**config.mk**
```make
export PLATFORM = sky130hd
export DESIGN_NAME = vlog_gear_plant
export DESIGN_NICKNAME = d
export VERILOG_FILES = /design/src/rtl/vlog_gear_plant.sv
export SDC_FILE = /design/constraint.sdc
export NUM_CORES = 1
export LEC_CHECK = 0
export CAP_MARGIN = 25
export CORE_UTILIZATION = 50
export CTS_BUF_LIST = sky130_fd_sc_hd__clkbuf_4 sky130_fd_sc_hd__clkbuf_8
export CTS_CLUSTER_DIAMETER = 80
export DETAILED_ROUTE_END_ITERATION = 6
export PLACE_DENSITY = 0.72
export SLEW_MARGIN = 20
export SYNTH_ARGS = -nofsm -noshare
export SYNTH_HDL_FRONTEND = slang
export SYNTH_SLANG_ARGS = --single-unit
```
**constraint.sdc**
```tcl
create_clock -name Clock -period 2 [get_ports Clock]
set_clock_uncertainty 0.2 [all_clocks]
set_input_delay 0.6 -clock Clock [delete_from_list [all_inputs] [get_ports Clock]]
set_output_delay 0.6 -clock Clock [all_outputs]
set_load 0.05 [all_outputs]
```
**src/rtl/vlog_gear_plant.sv**
```systemverilog
// Landing-gear hydraulics and takeoff-timer plant model (controller responder).
// Define GEAR_JAM_EN to add the Jam input that freezes gear travel.
module vlog_gear_plant #(
  parameter int TRAVEL_CYCLES = 16,
  parameter int TIMEUP_CYCLES = 100,
  parameter int POS_W = $clog2(TRAVEL_CYCLES + 1),
  parameter int TMR_W = $clog2(TIMEUP_CYCLES + 1)
) (
  input  logic             Clock,
  input  logic             Clear_n,
  input  logic             Valve,
  input  logic             Pump,
  input  logic             Timer,
`ifdef GEAR_JAM_EN
  input  logic             Jam,
`endif
  output logic             GearIsDown,
  output logic             GearIsUp,
  output logic             TimeUp,
  output logic [POS_W-1:0] GearPos
);

  typedef enum logic [2:0] {
    DNLK,
    MOVUP,
    MOVDN,
    HALT,
    UPLK
  } state_t;

  localparam logic [POS_W-1:0] POS_TOP = POS_W'(TRAVEL_CYCLES);
  localparam logic [POS_W-1:0] POS_ONE = POS_W'(1);
  localparam logic [TMR_W-1:0] TMR_TOP = TMR_W'(TIMEUP_CYCLES);

  state_t           state;
  state_t           nstate;
  logic [POS_W-1:0] npos;
  logic [TMR_W-1:0] cnt;
  logic [TMR_W-1:0] ncnt;
  logic             up_cmd;
  logic             dn_cmd;
  logic             jam;

`ifdef GEAR_JAM_EN
  assign jam = Jam;
`else
  assign jam = 1'b0;
`endif

  assign up_cmd = Pump && !Valve;
  assign dn_cmd = Pump && Valve;

  always_comb begin
    nstate = state;
    npos   = GearPos;
    unique case (state)
      DNLK: begin
        if (up_cmd && !jam) begin
          nstate = MOVUP;
          npos   = POS_ONE;
        end
      end
      UPLK: begin
        if (dn_cmd && !jam) begin
          nstate = MOVDN;
          npos   = POS_TOP - POS_ONE;
        end
      end
      default: begin
        // in transit: a jam freezes both position and state
        if (!jam) begin
          if (up_cmd) begin
            npos   = GearPos + POS_ONE;
            nstate = (npos == POS_TOP) ? UPLK : MOVUP;
          end else if (dn_cmd) begin
            npos   = GearPos - POS_ONE;
            nstate = (npos == '0) ? DNLK : MOVDN;
          end else begin
            nstate = HALT;
          end
        end
      end
    endcase
  end

  always_ff @(posedge Clock or negedge Clear_n) begin
    if (!Clear_n) begin
      state      <= DNLK;
      GearPos    <= '0;
      GearIsDown <= 1'b1;
      GearIsUp   <= 1'b0;
    end else begin
      state      <= nstate;
      GearPos    <= npos;
      GearIsDown <= (nstate == DNLK);
      GearIsUp   <= (nstate == UPLK);
    end
  end

  always_comb begin
    ncnt = cnt;
    if (Timer) begin
      ncnt = '0;
    end else if (cnt != TMR_TOP) begin
      ncnt = cnt + TMR_W'(1);
    end
  end

  always_ff @(posedge Clock or negedge Clear_n) begin
    if (!Clear_n) begin
      cnt    <= '0;
      TimeUp <= 1'b0;
    end else begin
      cnt    <= ncnt;
      TimeUp <= (ncnt == TMR_TOP);
    end
  end

endmodule

```
==> key figures <==
STA
  – Final slew viol count: 0
  – Final setup violation count: 0
  – Fin. Hold Viols: 0
  – Slew of the pin with the lowest slew margin: 0.473 ns
  – Final period util: 96.8%
  – Tmin final: slightly below 2 ns
  – Unrepaired setup endpoints after global routing: no
  – F_max: 517 MHz
  – Setup ws final: 0.0648 ns
  – Relative max-transition margin: between 60% and 70%

Final layout
  – Nets: 180
  – Layout area overhead: 29.4%
  – Ant diodes: 0
  – Finished Layout Cells: 196
  – Fraction of layout cells with a size suffix above 1: 25.0%
  – Final Util: 71.5%
  – Most frequent cells in the layout: nor2_1, buf_4, dfrtp_1

Floorplanning
  – Die W: between 50 and 60 um
  – # IOs: 13
  – Core footprint: 2300 sq um
  – Starting Density: approximately 55%
  – Die Ht: 52.4 um
  – DIE AREA: around 2700 sq um
  – Row count: 17

Worst setup path
  – Crit Path Max Fanout: 11
  – CP startpoint kind: flop
  – Critical path buffer and inverter count: 2
  – Reg2Reg Depth: 5
  – Slowest stage delay, CP: 0.53 ns
  – Worst flop-to-flop path startpoint: GearPos[0]
  – Crit path DAT: ~1.1 ns
  – Critical path's slowest cell: dfrtp_1
  – Cell family with most CP delay: flip-flops
  – Reg2reg end: GearIsDown
  – R2R Setup Slk: about 0.13 ns
  – Sequence of cells on the critical path: buf_4 > buf_12
  – Worst EP required: 1.20 ns
  – Critical Path Sink Type: primary output
  – Critical path class: reg -> out

Routing
  – DRT antenna net count: 0
  – Initial DRC count: 31
  – Vias: 1,106
  – DR WL/cell: between 10 and 15 um
  – Drt total wl: ~2.8 mm
  – Drt first pass iters: 4
  – DR vias/cell: 5.64
  – Remaining DRCs: 0

CTS
  – Worst-case clock buffer depth: 2
  – TritonCTS buffer count: 3
  – H-tree Lvls: 1
  – Clock root buffer: clkbuf_4
  – CTS tree: done
  – Clock sinks: 18
  – Clk Latency, worst-skew pair: approximately 0.3 ns
  – Reg clk slew, reported paths: 0.11 ns
  – # hold bufs at CTS: 0

Synth
  – Seq cells post-synth: 18
  – Syn nets: 153
  – Post-synthesis sequential area ratio: 35.6%
  – Async SR Flop Fraction: 100%
  – Cell count after synthesis: 142
  – Top_reg_cell synth: dfrtp_1
  – EDFF count, synth: 0
  – Synth Cell Area: between 1000 and 1500 sq um
  – Synth warnings: 0
  – Avg Inst Size Synth: 8.94 sq um
  – Distinct cell type count after synthesis: 44

Placement
  – Hpwl dp: 2.12 mm
  – Post-placement setup slack: -0.319 ns
  – Placed Instances: 190
  – RD Place Congestion: 0.922
  – Port Buffers: 12

Power and ir drop
  – Worst vdd ir: 0.818 mV
  – P per Cell Area: 987 nW/um^2
  – Leak: about 0.75 nW

Min path
  – Hold Path Class: in -> async

Global route
  – Vias in the first global route: 1,080
  – Tot GR Track Use: roughly a quarter
  – Grt ovf: 0
  – First-pass GRT wire length: 4.80 mm
  – Initial antenna violation count: 0
  – Largest net degree at the start of global routing: 19

Flow run
  – Max Cap Violations: 0

Run status
  – Status: completed
==> layout make-up <==
cell class                 count  area, sq um
clock buffer                   4         30.0
timing repair buffer          32          353
multi-input combinational    109          752
fill                         171          654
tap                           28         35.0
sequential                    18          454
inverter                       5         18.8
==> cell usage after synthesis (5+ instances only) <==
cell type	number	area [sq um]
nor2_1	20	75.1
mux2i_1	6	60.1
inv_1	5	18.8
ha_1	6	75.1
a21oi_1	5	25.0
dfrtp_1	17	425
nand2_1	9	33.8
nand3_1	7	35.0
o21ai_1	7	35.0
==> state kept, by name, summed over array words and instances, names as in the netlist <==
name / flops
cnt: 7
GearPos: 5
state: 3
GearIsDown: 1
GearIsUp: 1
TimeUp: 1
==> worst max-delay path by stage <==
stage | cells after the start | endpoint | from | slack [ns]
finish | 2 | GearPos[3] | GearPos[3] | 0.06
global placement | 6 | GearPos[3] | Valve | -0.19
CTS | 5 | GearPos[2] | Valve | 0.007
global route | 2 | GearPos[3] | GearPos[3] | 0.009
detailed placement | 5 | GearPos[2] | Valve | -0.32
floorplan | 7 | GearIsDown | GearPos[1] | 0.03
==> power breakdown <==
part / switching, W / total (W) / internal, W
logic: 0.000468 / 0.000898 / 0.000430
registers: 0.000105 / 0.000526 / 0.000422
clock network: 0.000107 / 0.000198 / 0.0000911
total: 0.000679 / 0.00162 / 0.000943
==> stage by stage <==
stage | cell area (sq um) | power (W) | hold WS (ns) | TNS, ns
floorplan | 1270 | 0.00104 | 0.104 | 0
global placement | 1590 | 0.00140 | 0.397 | -1.06
detailed placement | 1590 | 0.00142 | 0.402 | -1.58
CTS | 1620 | 0.00163 | 0.420 | 0
global route | 1640 | 0.00173 | 0.447 | 0
finish | 1640 | 0.00162 | 0.418 | 0
==> kinds of logic (layout without fill, tap and decap cells) <==
kind of cell | Yosys count | in the layout | share of synthesized area, %
flip-flops | 18 | 18 | 35.6
AND/OR/NAND/NOR | 61 | 61 | 28.4
adder cells (fa/ha/maj) | 6 | 6 | 5.91
XOR/XNOR | 8 | 8 | 5.52
buffers and inverters | 15 | 41 | 5.42
multiplexers | 7 | 7 | 5.62
AO/OA/AOI/OAI | 27 | 27 | 13.6
==> layer usage <==
layer | vias to the layer above | track usage, % | share of wire (%)
met5 | - | 0 | 0
li1 | 549 | - | -
met1 | 502 | 32.1 | 47
met2 | 51 | 37.1 | 44
met4 | 0 | 8.77 | 0.83
met3 | 4 | 7.25 | 7.8
==> repair_timing <==
| item | in CTS | in global routing |
|---|---|---|
| buffers inserted | 0 | 2 |
| resized for setup | 0 | 2 |
| endpoints found under the setup margin | 0 | 4 |
No activity file was read; power rests on OpenSTA's default activity.
